### config.mk
export PLATFORM = sky130hd
export DESIGN_NAME = serdesphy_tx_nibble_serializer
export DESIGN_NICKNAME = d
export VERILOG_FILES = /design/src/rtl/serdesphy_tx_nibble_serializer.sv
export SDC_FILE = /design/constraint.sdc
export NUM_CORES = 1
export LEC_CHECK = 0
export ABC_AREA = 1
export CAP_MARGIN = 30
export CORE_MARGIN = 3
export CORE_UTILIZATION = 49
export DETAILED_ROUTE_END_ITERATION = 10
export PLACE_DENSITY = 0.8
export SLEW_MARGIN = 20
export SYNTH_ARGS = -nofsm -noshare
export SYNTH_HDL_FRONTEND = slang
export SYNTH_SLANG_ARGS = --single-unit
### constraint.sdc
create_clock -name clk_240m_tx -period 2.7 [get_ports clk_240m_tx]
set_input_delay 0.405 -clock clk_240m_tx [delete_from_list [all_inputs] [get_ports clk_240m_tx]]
set_output_delay 0.405 -clock clk_240m_tx [all_outputs]
set_load 0.03 [all_outputs]
### src/rtl/serdesphy_tx_nibble_serializer.sv
// rtl/serdesphy_tx_nibble_serializer.sv - TX nibble FIFO, source select (FIFO/PRBS7/idle) and LSB-first serializer.
// Optional TX_PRBS_ERR_INJECT_EN adds prbs_err_inject for single-bit PRBS error injection.
module serdesphy_tx_nibble_serializer #(
  parameter int         FIFO_DEPTH  = 8,
  parameter logic [3:0] IDLE_NIBBLE = 4'h5,
  parameter logic [6:0] PRBS_SEED   = 7'h7F
) (
  input  logic       clk_240m_tx,
  input  logic       rst_240m_tx,
  input  logic       tx_en,
  input  logic       tx_fifo_en,
  input  logic       tx_prbs_en,
  input  logic       tx_data_sel,
  input  logic       tx_idle,
  input  logic [3:0] tx_data,
  input  logic       tx_valid,
  output logic       tx_ready,
  input  logic       clear_sticky,
`ifdef TX_PRBS_ERR_INJECT_EN
  input  logic       prbs_err_inject,
`endif
  output logic       tx_serial_data,
  output logic       tx_serial_valid,
  output logic       tx_idle_pattern,
  output logic       tx_fifo_full,
  output logic       tx_fifo_empty,
  output logic       tx_overflow,
  output logic       tx_underflow,
  output logic       tx_active,
  output logic       tx_error
);

  localparam int AW = $clog2(FIFO_DEPTH);
  localparam logic [AW:0]   CNT_FULL = (AW+1)'(FIFO_DEPTH);
  localparam logic [AW:0]   CNT_ONE  = (AW+1)'(1);
  localparam logic [AW-1:0] PTR_ONE  = AW'(1);

  logic [3:0]    mem [FIFO_DEPTH];
  logic [AW-1:0] wr_ptr;
  logic [AW-1:0] rd_ptr;
  logic [AW:0]   count;
  logic          full;
  logic          empty;
  logic          push;
  logic          pop;

  logic [1:0]    bit_cnt;
  logic [2:0]    shreg;
  logic          prev_fifo;
  logic          boundary;

  logic [6:0]    lfsr;
  logic [6:0]    lfsr_next;
  logic [3:0]    prbs_nib;
  logic [3:0]    prbs_out;

  logic          sel_prbs;
  logic          fifo_path;
  logic          sel_fifo;
  logic [3:0]    nib;
  logic          overflow_set;
  logic          underflow_set;

  assign full     = (count == CNT_FULL);
  assign empty    = (count == '0);
  assign tx_ready = tx_fifo_en & ~full;
  assign push     = tx_valid & tx_ready;
  assign boundary = tx_en & (bit_cnt == 2'd0);

  // Source priority: idle override, then PRBS, then FIFO, otherwise idle fill.
  assign sel_prbs  = ~tx_idle & tx_data_sel & tx_prbs_en;
  assign fifo_path = ~tx_idle & ~(tx_data_sel & tx_prbs_en) & tx_fifo_en;
  assign sel_fifo  = fifo_path & ~empty;
  assign pop       = boundary & sel_fifo;

  assign overflow_set  = tx_valid & full;
  assign underflow_set = boundary & prev_fifo & fifo_path & empty;

  always_comb begin
    lfsr_next = lfsr;
    prbs_nib  = '0;
    for (int i = 0; i < 4; i++) begin
      prbs_nib[i] = lfsr_next[6] ^ lfsr_next[5];
      lfsr_next   = {lfsr_next[5:0], prbs_nib[i]};
    end
  end

`ifdef TX_PRBS_ERR_INJECT_EN
  logic inj_flag;

  // Armed by a pulse, consumed by the next PRBS nibble; the LFSR itself is never touched.
  always_ff @(posedge clk_240m_tx) begin
    if (rst_240m_tx || !tx_prbs_en) begin
      inj_flag <= 1'b0;
    end else if (prbs_err_inject) begin
      inj_flag <= 1'b1;
    end else if (boundary && sel_prbs) begin
      inj_flag <= 1'b0;
    end
  end

  assign prbs_out = prbs_nib ^ {3'b000, inj_flag};
`else
  assign prbs_out = prbs_nib;
`endif

  always_comb begin
    nib = IDLE_NIBBLE;
    if (sel_prbs) begin
      nib = prbs_out;
    end else if (sel_fifo) begin
      nib = mem[rd_ptr];
    end
  end

  always_ff @(posedge clk_240m_tx) begin
    if (push) begin
      mem[wr_ptr] <= tx_data;
    end
  end

  always_ff @(posedge clk_240m_tx) begin
    if (rst_240m_tx || !tx_fifo_en) begin
      wr_ptr <= '0;
      rd_ptr <= '0;
      count  <= '0;
    end else begin
      if (push) begin
        wr_ptr <= wr_ptr + PTR_ONE;
      end
      if (pop) begin
        rd_ptr <= rd_ptr + PTR_ONE;
      end
      case ({push, pop})
        2'b10:   count <= count + CNT_ONE;
        2'b01:   count <= count - CNT_ONE;
        default: count <= count;
      endcase
    end
  end

  // Disabling the stage truncates the current nibble; the next enable starts on a boundary.
  always_ff @(posedge clk_240m_tx) begin
    if (rst_240m_tx || !tx_en) begin
      bit_cnt         <= 2'd0;
      shreg           <= 3'b000;
      tx_serial_data  <= 1'b0;
      tx_serial_valid <= 1'b0;
      tx_idle_pattern <= 1'b0;
      tx_active       <= 1'b0;
      prev_fifo       <= 1'b0;
    end else begin
      bit_cnt <= bit_cnt + 2'd1;
      if (boundary) begin
        tx_serial_data  <= nib[0];
        shreg           <= nib[3:1];
        tx_serial_valid <= 1'b1;
        tx_idle_pattern <= ~(sel_prbs | sel_fifo);
        tx_active       <= sel_prbs | sel_fifo;
        prev_fifo       <= sel_fifo;
      end else begin
        tx_serial_data <= shreg[0];
        shreg          <= {1'b0, shreg[2:1]};
      end
    end
  end

  always_ff @(posedge clk_240m_tx) begin
    if (rst_240m_tx || !tx_prbs_en) begin
      lfsr <= PRBS_SEED;
    end else if (boundary && sel_prbs) begin
      lfsr <= lfsr_next;
    end
  end

  always_ff @(posedge clk_240m_tx) begin
    if (rst_240m_tx) begin
      tx_overflow  <= 1'b0;
      tx_underflow <= 1'b0;
    end else begin
      tx_overflow  <= overflow_set  | (tx_overflow  & ~clear_sticky);
      tx_underflow <= underflow_set | (tx_underflow & ~clear_sticky);
    end
  end

  assign tx_fifo_full  = full;
  assign tx_fifo_empty = empty;
  assign tx_error      = tx_overflow | tx_underflow;

endmodule

After elaboration in Yosys (flattened, before gate mapping)
Memories as Yosys holds them, arrays and structs flattened. A register that Yosys moved wholly into a read port is not among the register bits.
Index checks and enable logic that the tools add are counted.
W data, S select, Z words.
{"block": "word_totals", "mem_bits_rw": 32, "memories": 1, "out_inout_bits": 10, "ff_bits": 29}
{"name": "mem", "words": 8, "width": 4, "rd": 1, "rd_ports_with_merged_regs": 1, "write_ports": 1, "line": "38", "rtl": "logic [3:0] mem [FIFO_DEPTH];"}
{"block": "classes", "n_addsub": 5, "eq_ne": 3, "muxes": 9, "reduce_logical": 11, "n_bitwise": 31}
{"cell": "$and A1 B1 Y1", "count": 16}
{"cell": "$mux W4", "count": 2}
{"cell": "$pmux W4 S2", "count": 1}
{"cell": "$not A1 Y1", "count": 7}
{"cell": "$add A3 B1 Y3 const B", "count": 2}
{"cell": "$mux W3", "count": 2}
{"cell": "$add A4 B1 Y4 const B", "count": 1}
{"cell": "$eq A4 B4 Y1 const B", "count": 1}
{"cell": "$logic_not A4 Y1", "count": 1}
{"cell": "$or A1 B1 Y1", "count": 4}
{"cell": "$sub A4 B1 Y4 const B", "count": 1}
{"cell": "$xor A1 B1 Y1", "count": 4}
{"cell": "$logic_not A1 Y1", "count": 3}
{"cell": "$logic_or A1 B1 Y1", "count": 3}
{"cell": "$mux W1", "count": 3}
{"cell": "$add A2 B1 Y2 const B", "count": 1}
{"cell": "$eq A2 B1 Y1 const B", "count": 1}
{"cell": "$eq A2 B2 Y1 const B", "count": 1}
{"cell": "$logic_not A2 Y1", "count": 1}
{"cell": "$mux W2", "count": 1}
{"cell": "$reduce_bool A2 Y1", "count": 1}
{"cell": "$reduce_or A2 Y1", "count": 1}
{"cell": "$logic_and A1 B1 Y1", "count": 1}

Logic depth before layout (Yosys ltp)
Gate-level depths: netlist (run 1).
{"block": "depth", "depth_word": 8, "depth_mapped": 15, "mapped_depth_nobuf": 15}

Least setup slack after synthesis (run 1)
Ideal clock, no wire load.
{"block": "synth_path", "kind": "register -> register", "start": "reg count[0]", "end": "reg count[2]", "t_required_ns": 2.585, "stages_incl_launch_ff": 14, "synth_period_minus_slack_ns": 2.080, "slack_ns": 0.620, "t_arrival_ns": 1.965, "setup_ns": 0.115, "path_cell_list": "dfxtp_1 nor2_2 nand3_1 inv_2 nor2_4 nand2_4 ha_1 nor2_1 nor2_2 ha_1 a21oi_1 xnor2_1 o21ai_0 inv_1"}
{"block": "synth_between", "elab_chain_cells": 6, "elab_cells_between_ends": 14}
{"item": "from (decl)", "line": "41", "rtl": "logic [AW:0] count;"}
{"item": "from (signal assigned)", "line": "135", "rtl": "2'b10: count <= count + CNT_ONE;"}
{"item": "from (signal assigned)", "line": "136", "rtl": "2'b01: count <= count - CNT_ONE;"}
{"item": "from (signal assigned)", "line": "137", "rtl": "default: count <= count;"}
{"item": "$eq A4 B4 Y1 (*)", "line": "64", "rtl": "assign full = (count == CNT_FULL);"}
{"item": "named net tx_fifo_full", "line": "25", "rtl": "output logic tx_fifo_full,"}
{"item": "$not A1 Y1 (*)", "line": "66", "rtl": "assign tx_ready = tx_fifo_en & ~full;"}
{"item": "$and A1 B1 Y1 (*)", "line": "66"}
{"item": "named net tx_ready", "line": "17", "rtl": "output logic tx_ready,"}
{"item": "$and A1 B1 Y1 (*)", "line": "67", "rtl": "assign push = tx_valid & tx_ready;"}
{"item": "$eq A2 B1 Y1 or $eq A2 B2 Y1 (tied branches)", "line": "134", "rtl": "case ({push, pop})"}
{"item": "$pmux W4 S2 or $reduce_bool A2 Y1 (tied branches)"}
The timed path passes the listed nets; every way through them passes the cells marked *.
A chain may end at the register's enable or synchronous reset.

Worst setup path in the final report (run 1)
{"block": "layout_path", "start": "reg count[0]", "end": "out tx_fifo_empty"}
{"block": "layout_between", "elab_chain_cells": 1}
{"item": "$logic_not A4 Y1", "line": "65", "rtl": "assign empty = (count == '0);"}
{"item": "to (decl)", "line": "26", "rtl": "output logic tx_fifo_empty,"}
No other way between the ends.

==> results of run 1 <==
-- flip-flops by register name, indices dropped and copies added (netlist names), named ones only --
| signal | count |
|---|---|
| tx_overflow | 1 |
| rd_ptr | 3 |
| prev_fifo | 1 |
| lfsr | 7 |
| tx_idle_pattern | 1 |
| shreg | 3 |
| tx_underflow | 1 |
| wr_ptr | 3 |
| bit_cnt | 2 |
| tx_active | 1 |
| mem | 32 |
| tx_serial_valid | 1 |
| count | 4 |
| tx_serial_data | 1 |
-- power breakdown --
group	switching, mW	internal (mW)	total, mW
clock network	0.341	0.408	0.749
registers	0.00646	1.03	1.04
logic	0.0725	0.0446	0.117
total	0.420	1.48	1.90
-- how the worst max path moves through the flow --
stage	from	end	slack [ns]
global route	count[0]$_SDFFE_PP0P_	tx_fifo_empty	0.35
detailed placement	tx_fifo_en	count[2]$_SDFFE_PP0P_	0.13
CTS	count[0]$_SDFFE_PP0P_	tx_fifo_empty	0.44
global placement	tx_fifo_en	count[2]$_SDFFE_PP0P_	0.26
floorplan	count[0]$_SDFFE_PP0P_	count[2]$_SDFFE_PP0P_	0.62
finish	count[0]$_SDFFE_PP0P_	tx_fifo_empty	0.47
-- worst register-to-register path: cells and delay by family, from the launching register on --
family | cells | cell delay (ns)
AOI/OAI and AO/OA | 2 | 0.33
xor gates and xnor gates | 1 | 0.09
adders and majority gates | 3 | 0.64
buffers and inverters | 3 | 0.17
DFF | 1 | 0.31
and+or+nand+nor | 4 | 0.47
-- metal layers --
layer / GRT usage / share of wire
met5: 0 / 0
met4: 0.0659 / 0.011
met3: 0.0532 / 0.033
met2: 0.287 / 0.51
met1: 0.227 / 0.45
-- cell usage after synthesis (all sizes together) --
cell type / count / area, um2
xnor2: 4 / 35.0
nand3b: 3 / 22.5
ha: 6 / 75.1
nand3: 29 / 145
nand4: 2 / 12.5
a21oi: 17 / 85.1
nor3: 7 / 46.3
xor2: 4 / 42.6
buf: 5 / 45.0
or2: 1 / 6.26
dfxtp: 32 / 641
o211ai: 1 / 7.51
o21ai: 12 / 63.8
inv: 27 / 104
nor2: 44 / 203
edfxtp: 32 / 961
nand2: 65 / 272
-- area by class of cell --
| cell class | instances | area (um2) |
|---|---|---|
| fillers | 458 | 2050 |
| flip-flops and latches | 64 | 1600 |
| inverters | 27 | 104 |
| multi-input cells | 195 | 1020 |
| well taps | 70 | 87.6 |
| repair buffers | 23 | 228 |
| clock inverters | 2 | 11.3 |
| clock buffers | 14 | 173 |
-- cells by family after synthesis --
group                      after synthesis
DFF                                     64
adders and majority gates                6
buffers and inverters                   32
xor gates and xnor gates                 8
AOI/OAI and AO/OA                       30
and+or+nand+nor                        151
-- through the flow --
stage / area [um2] / power (mW) / setup WS [ns]
finish: 3220 / 1.90 / 0.470
global route: 3220 / 1.98 / 0.353
CTS: 3220 / 1.92 / 0.445
detailed placement: 3040 / 1.18 / 0.131
global placement: 3040 / 1.17 / 0.255
floorplan: 2770 / 1.13 / 0.620
==> metrics, run 1 <==
outcome=complete, no violations; min Tclk post-route=roughly 2.2 ns; min-delay src=bit_cnt[0]$_SDFF_PP0_; hold buffers post-CTS=0; capturing point of the worst reg2reg path=count[2]$_SDFFE_PP0P_; HPWL after DPL=3730 um; Nets=between 300 and 400; Worst Tran Pin Value=between 0.6 and 0.7 ns; H-tree levels=3; share of cells above drive strength 1=0.108; via count=between 2000 and 2500; Clock Path Buffers=2; Initial Util=0.525; Hold Slack=slightly above 0.4 ns; # DRC=0; total gr overflow=0; post-CTS setup buffer count=0; Worst Hold Endpoint=bit_cnt[0]$_SDFF_PP0_; Slowest cell on crit path=clkdlybuf4s50_1; syn_area_per_cell=around 9.5 um2; critical path class=reg2out; core area=between 5000 and 6000 um2; cells on worst reg2reg path=13; largest net degree at the start of global routing=18; CTS sink cnt=64; MaxCap Viol Count=0; setup TNS=0 ns; Max stage delay on crit path=a little over 0.7 ns; Critical Path AT=about 1.8 ns; initial antenna violation count=0; unrepaired setup endpoints after global routing=no; CP startpoint kind=flip-flop; Buf/Inv on CP=1; leading cell type in the layout, fill and taps excluded=nand2_1; post-synthesis sequential area ratio=0.579; synthesized instance count=291; Non-Filler Instances=approximately 400; Clock transition at path regs=~0.070 ns; row count=26; mux cell area share after synthesis=0; mapped cell area=around 2800 um2; critical path, cell by cell=nor2_2, nand2_1, nor2_4, clkdlybuf4s50_1; GP Congestion=a little over 0.8; cell count after placement=approximately 380; CP top delay family=buffers and inverters; Critical Path RT=between 2 and 2.5 ns; Util after Layout=0.611; most frequent cells in the layout=60 x nand2_1, 37 x nor2_1, 32 x dfxtp_1, 32 x edfxtp_1, 29 x nand3_1; routed wire length=5130 um; FMAX=448 MHz; n_diodes=0; crit path max fanout=5; Slew Limit Fails=0; DRT iter0 DRCs=124; vias in the first global route=around 1900; # resized after CTS=0; crit share post-route=0.826; WHS Path Cells=1; die height=between 80 and 90 um; simple-gate share of the synthesized area=0.256; compound-gate portion of the synthesized area=0.0565; Clock Latency Late Sink=0.33 ns; Clock Skews=roughly 0.0080 ns; area added between synthesis and finish=16.4%; I/O pins=23; crit path capture type=output pin; Wirelength per Cell=13.0 um; CTS buffer count=9; clock root buffer=clkbuf_8; Tot GR Track Use=0.178; # setup viols final=0; Leak=1.27 nW; Rel. slew slack=0.544; reg-to-reg slack, setup=0.59 ns; die area=around 6600 um2; Critical Path Stages=4; Synthesis Warnings=0; VDD IR max=between 0.3 and 0.4 mV; DR vias/cell=~5.1; Buffers on Ports=22; Netlist cell types=27; final hold vios=0; pwr dens=about 600 nW/um2; TritonCTS clock tree=built; drt pass-1 iters=4; syn_nets=310; Seq cells post-synth=64; first-pass GRT wire length=8820 um; largest family of logic cells by synthesized area=simple AND/OR/NAND/NOR gates; class of the worst hold path=reg2reg; worst reg2reg path startpoint=bit_cnt[0]$_SDFF_PP0_; Post-Synth Adder-Cell Area=0.0271; Die X=between 80 and 90 um; Synth Area in XOR/XNOR=0.0280; Post-DRT Antenna Nets=0
Power figures use the tool's default switching activity.
==> inputs of run 2 (changes only) <==
Settings changed: PLACE_DENSITY 0.8 to 0.83.
Clock period 2.7 ns to 1.85 ns, I/O delays scaled along.
==> metrics, run 2 (same netlist as run 1, synthesis figures left out) <==
Hold Slack=0.417 ns (was 0.413 ns); Leak=1.44 nW (was 1.27 nW); Clock Latency Late Sink=0.34 ns (was 0.33 ns); Wirelength per Cell=13.7 um (was 13.0 um); Critical Path AT=2.08 ns (was 1.82 ns); sequential power share=0.494 (was 0.545); pwr dens=867 nW/um2 (was 591 nW/um2); DR vias/cell=5.14 (was 5.10); Psw=674 uW (was 420 uW); CTS buffer count=9 (unchanged); Clock Skews=0.00497 ns (was 0.00800 ns); setup slack after layout=-0.00112 ns (was 0.470 ns); H-tree levels=3 (unchanged); HPWL after DPL=3930 um (was 3730 um); GP Congestion=0.841 (was 0.806); worst reg2reg path startpoint=bit_cnt[0]$_SDFF_PP0_ (unchanged); P_int=2.39 mW (was 1.48 mW); Logic pwr share=0.068 (was 0.061); crit path max fanout=4 (was 5); Initial Util=0.525 (unchanged); CP top delay family=buffers and inverters (unchanged); cells on worst reg2reg path=13 (unchanged); max reg flops=32 (unchanged); clock share of power=0.438 (was 0.393); overall power=3.07 mW (was 1.90 mW); most frequent cells in the layout=58 x nand2_1, 36 x nor2_1, 32 x edfxtp_1 (was 60 x nand2_1, 37 x nor2_1, 32 x dfxtp_1, 32 x edfxtp_1, 29 x nand3_1); reg-to-reg slack, setup=0.02 ns (was 0.59 ns); Setup crit end=count[2]$_SDFFE_PP0P_ (was tx_fifo_empty); Largest regs=mem (32), lfsr (7), count (4) (unchanged); Die X=81.1 um (unchanged); Setup crit start=tx_prbs_en (was count[0]$_SDFFE_PP0P_); I/O pins=23 (unchanged); CP startpoint kind=input port (was flip-flop); largest net degree at the start of global routing=17 (was 18); die height=81.1 um (unchanged); core area=5270 um2 (unchanged); FMAX=about 540 MHz; capturing point of the worst reg2reg path=count[2]$_SDFFE_PP0P_ (unchanged); critical path, cell by cell=clkdlybuf4s50_1, nand2_1, nand2_2, nor3_4, ha_4, nand2_2, inv_2, nor2_4, ha_4, a21oi_4, xnor2_1, o21ai_1, inv_1 (was nor2_2, nand2_1, nor2_4, clkdlybuf4s50_1); area of the multi-input gates=1090 um2 (was 1020 um2); n_diodes=0 (unchanged); unrepaired setup endpoints after global routing=yes (was no); class of the worst hold path=reg2reg (unchanged); routed wire length=5760 um (was 5130 um); Max stage delay on crit path=0.45 ns (was 0.71 ns); Buffers on Ports=22 (unchanged); clock root buffer=clkbuf_8 (unchanged); via count=2157 (was 2013); Rel. slew slack=0.674 (was 0.544); MaxCap Viol Count=0 (unchanged); row count=26 (unchanged); drt pass-1 iters=4 (unchanged); Worst Tran Pin Value=0.488 ns (was 0.678 ns); vias in the first global route=1993 (was 1920); VDD IR max=0.685 mV (was 0.397 mV); Clock transition at path regs=0.07 ns (about the same); DRT iter0 DRCs=72 (was 124); # setup viols final=1 (was 0); Slew Limit Fails=0 (unchanged); crit path capture type=flip-flop (was output pin); Most flops, register=mem (unchanged); placement-stage cell area=3240 um2 (was 3040 um2); Slowest cell on crit path=clkdlybuf4s50_1 (unchanged); Clock Path Buffers=2 (unchanged); die area=6580 um2 (unchanged); register area=1610 um2 (was 1600 um2); CTS sink cnt=64 (unchanged); crit share post-route=1.00; area added between synthesis and finish=27.9% (was 16.4%); leading cell type in the layout, fill and taps excluded=nand2_1 (unchanged); outcome=finished with violations (was complete, no violations); total gr overflow=0 (unchanged); min Tclk post-route=1.85 ns; Nets=364 (was 339); first-pass GRT wire length=9010 um (was 8820 um); Critical Path RT=2.08 ns (was 2.30 ns); initial antenna violation count=0 (unchanged); # DRC=0 (unchanged); Post-DRT Antenna Nets=0 (unchanged); fill count=390 (was 458); TritonCTS clock tree=built (unchanged); post-route cell area=3540 um2 (was 3220 um2); Buf/Inv on CP=3 (was 1); final hold vios=0 (unchanged); critical path class=in2reg (was reg2out); switching power share of the total=0.220 (about the same); Critical Path Stages=13 (was 4); failing checks=negative setup slack; Tot GR Track Use=0.185 (was 0.178); share of cells above drive strength 1=0.226 (was 0.108)
run 2: layer usage:
metal	routed length, um	GRT usage	vias to the layer above
met3	248	0.0443	15
li1	-	-	1074
met4	170	0.0828	0
met5	0	0	-
met1	2400	0.220	1014
met2	2940	0.317	54
run 2: layout make-up:
cell class,instances,area share
sequential,64,0.455
clock buffer,10,0.0389
clock inverter,6,0.0258
timing repair buffer,48,0.117
tap,70,0.0248
inverter,27,0.0301
multi-input combinational,195,0.308
run 2: worst min-delay path by stage:
stage,from,to,slack [ns],depth (start not counted)
floorplan,rst_240m_tx,tx_overflow$_SDFF_PP0_,0.35,1
global placement,bit_cnt[0]$_SDFF_PP0_,bit_cnt[0]$_SDFF_PP0_,0.40,1
detailed placement,bit_cnt[0]$_SDFF_PP0_,bit_cnt[0]$_SDFF_PP0_,0.41,1
CTS,bit_cnt[0]$_SDFF_PP0_,bit_cnt[0]$_SDFF_PP0_,0.45,1
global route,bit_cnt[0]$_SDFF_PP0_,bit_cnt[0]$_SDFF_PP0_,0.42,1
finish,bit_cnt[0]$_SDFF_PP0_,bit_cnt[0]$_SDFF_PP0_,0.42,1
run 2: worst reg2reg max path, delay by kind of cell, from the launching register on:
family	cells	cell delay, ns
compound gates	2	0.26
xor+xnor	1	0.08
fa+ha+maj	3	0.49
buf+inv	3	0.19
flops	1	0.33
simple gates	4	0.37
run 2: per-stage QoR:
stage	setup TNS, ns	std cells	utilization	setup slack, ns
after floorplan	-0.0655	291	-	-0.0655
after global placement	-1.48	400	0.615	-0.310
after detailed placement	-3.02	400	0.615	-0.391
after CTS	0	418	0.663	0.0000606
after global routing	-0.182	420	0.671	-0.101
final	-0.00112	420	0.671	-0.00112
run 2: repair_timing:
item | 4_1_cts | 5_1_grt
setup endpoints to repair | 3 | 4
buffers inserted | 2 | 2
hold buffers | 0 | 0
gates resized for setup | 6 | 8
pin swaps | 4 | 9
hold endpoints to repair | 0 | 0
run 2: power groups by stage:
stage / combinational, mW / sequential, mW / clock [mW]
2_1_floorplan: 0.0957 / 1.55 / 0
3_3_place_gp: 0.191 / 1.54 / 0
3_5_place_dp: 0.195 / 1.54 / 0
4_1_cts: 0.201 / 1.51 / 1.37
5_1_grt: 0.227 / 1.52 / 1.43
6_report: 0.208 / 1.51 / 1.34
==> inputs of run 3 (changes only) <==
Settings changed: CORE_UTILIZATION 49 to 35, CTS_CLUSTER_DIAMETER set to 60, PLACE_DENSITY 0.83 to 0.66.
==> metrics, run 3 (same netlist as run 1, synthesis figures left out) <==
outcome=complete, no violations (was finished with violations); n_diodes=0 (unchanged); clock root buffer=clkbuf_8 (unchanged); Worst Hold Endpoint=bit_cnt[0]$_SDFF_PP0_ (unchanged); first-pass GRT wire length=8740 um (was 9010 um); pwr dens=826 nW/um2 (was 867 nW/um2); drt pass-1 iters=4 (unchanged); class of the worst hold path=reg2reg (unchanged); Critical Path RT=2.08 ns (about the same); row count=31 (was 26); via count=2012 (was 2157); core area=7450 um2 (was 5270 um2); worst reg2reg path startpoint=bit_cnt[0]$_SDFF_PP0_ (unchanged); final hold vios=0 (unchanged); switching power share of the total=0.238 (was 0.220); Die X=94.9 um (was 81.1 um); H-tree levels=3 (unchanged); min Tclk post-route=1.75 ns (was 1.85 ns); Post-DRT Antenna Nets=0 (unchanged); share of cells above drive strength 1=0.226 (unchanged); min-delay src=bit_cnt[0]$_SDFF_PP0_ (unchanged); overall power=2.92 mW (was 3.07 mW); Rel. slew slack=0.683 (was 0.674); critical path class=reg2reg (was in2reg); Largest regs=mem (32), lfsr (7), count (4) (unchanged); routed wire length=5330 um (was 5760 um); Critical Path AT=1.98 ns (was 2.08 ns); cells on worst reg2reg path=13 (unchanged); Logic pwr share=0.069 (was 0.068); CTS buffer count=9 (unchanged); Nets=364 (unchanged); area added between synthesis and finish=27.7% (was 27.9%); VDD IR max=0.391 mV (was 0.685 mV); die height=94.9 um (was 81.1 um); TritonCTS clock tree=built (unchanged); capturing point of the worst reg2reg path=count[2]$_SDFFE_PP0P_ (unchanged); leading cell type in the layout, fill and taps excluded=nand2_1 (unchanged); Tot GR Track Use=0.128 (was 0.185); die area=9010 um2 (was 6580 um2); WHS Path Cells=1 (unchanged); setup TNS=0 ns (was -0.00112 ns); CP startpoint kind=flip-flop (was input port); FMAX=571 MHz (was 540 MHz); fill count=705 (was 390); Worst Tran Pin Value=0.473 ns (was 0.488 ns); # DRC=0 (unchanged); crit path capture type=flip-flop (unchanged); max reg flops=32 (unchanged); Most flops, register=mem (unchanged); Wirelength per Cell=11.9 um (was 13.7 um); GP Congestion=0.751 (was 0.841); DRT iter0 DRCs=90 (was 72); clock share of power=0.412 (was 0.438); crit path max fanout=4 (unchanged); total gr overflow=0 (unchanged); P_int=2.22 mW (was 2.39 mW); MaxCap Viol Count=0 (unchanged); Clock transition at path regs=0.07 ns (about the same); DR vias/cell=4.48 (was 5.14); largest net degree at the start of global routing=17 (unchanged); sequential power share=0.518 (was 0.494); most frequent cells in the layout=58 x nand2_1, 36 x nor2_1, 32 x edfxtp_1 (unchanged); I/O pins=23 (unchanged); hold buffers post-CTS=0 (unchanged); Clock Path Buffers=2 (unchanged); Psw=694 uW (was 674 uW); initial antenna violation count=0 (unchanged); Leak=1.43 nW (was 1.44 nW); Clock Skews=0.00741 ns (was 0.00497 ns); vias in the first global route=1864 (was 1993); # setup viols final=0 (was 1); Slew Limit Fails=0 (unchanged); HPWL after DPL=4040 um (was 3930 um); reg-to-reg slack, setup=0.1 ns (was 0.02 ns); crit share post-route=0.946 (was 1.00); Clock Latency Late Sink=0.33 ns (was 0.34 ns); Buffers on Ports=22 (unchanged); Initial Util=0.371 (was 0.525); CTS sink cnt=64 (unchanged)
## run 3: layout make-up
class / count / area (um2) / share of cell area
multi-input combinational: 195 / 1070 / 0.304
tap: 99 / 124 / 0.0351
timing repair buffer: 48 / 415 / 0.118
sequential: 64 / 1610 / 0.456
clock buffer: 9 / 124 / 0.0351
clock inverter: 7 / 80.1 / 0.0227
inverter: 27 / 106 / 0.0301
## run 3: metrics by stage
stage / instances / util / setup WS [ns] / instance area [um2] / hold slack, ns
after detailed placement: 430 / 0.441 / -0.339 / 3280 / 0.414
after global routing: 449 / 0.474 / -0.00197 / 3530 / 0.421
after floorplan: 291 / - / -0.0655 / 2820 / 0.347
after CTS: 446 / 0.468 / 0.00412 / 3490 / 0.425
after global placement: 430 / 0.441 / -0.305 / 3280 / 0.403
final: 449 / 0.474 / 0.0999 / 3530 / 0.410
## run 3: power by group through the flow
stage               sequential [mW]  combinational, mW  clock, mW
finish                         1.51              0.202       1.20
global route                   1.51              0.226       1.30
CTS                            1.51              0.199       1.24
detailed placement             1.55              0.199          0
global placement               1.54              0.196          0
floorplan                      1.55             0.0957          0
## run 3: layer usage
metal | vias to the layer above | global-route usage | share of wire
met5 | - | 0 | 0
met4 | 0 | 0.0577 | 0.013
met3 | 4 | 0.0319 | 0.026
met2 | 25 | 0.203 | 0.49
met1 | 909 | 0.165 | 0.47
li1 | 1074 | - | -
## run 3: worst max path at each step
stage,start,end,slack (ns),cells past startpoint
final,bit_cnt[0]$_SDFF_PP0_,count[2]$_SDFFE_PP0P_,0.1,13
after detailed placement,tx_fifo_en,count[2]$_SDFFE_PP0P_,-0.34,14
after global placement,tx_fifo_en,count[2]$_SDFFE_PP0P_,-0.30,14
after floorplan,count[1]$_SDFFE_PP0P_,count[2]$_SDFFE_PP0P_,-0.07,14
after CTS,bit_cnt[0]$_SDFF_PP0_,count[2]$_SDFFE_PP0P_,0.004,13
after global routing,bit_cnt[0]$_SDFF_PP0_,count[2]$_SDFFE_PP0P_,-0.002,13
## run 3: what timing repair did
action,in CTS,in global routing
setup endpoints to repair,2,4
buffers inserted,0,3
pin swaps,0,7
resized for setup,2,9
## run 3: critical path: stages, from the launching register on
cell and delay, ns:
dfxtp_2 0.33, inv_2 0.06, ha_4 0.14, nand2_4 0.06, nor3_4 0.22, ha_4 0.18, nand2_2 0.06, inv_2 0.06
nor2_4 0.04, ha_2 0.16, a21oi_2 0.11, xnor2_1 0.08, o21ai_1 0.11, inv_1 0.05
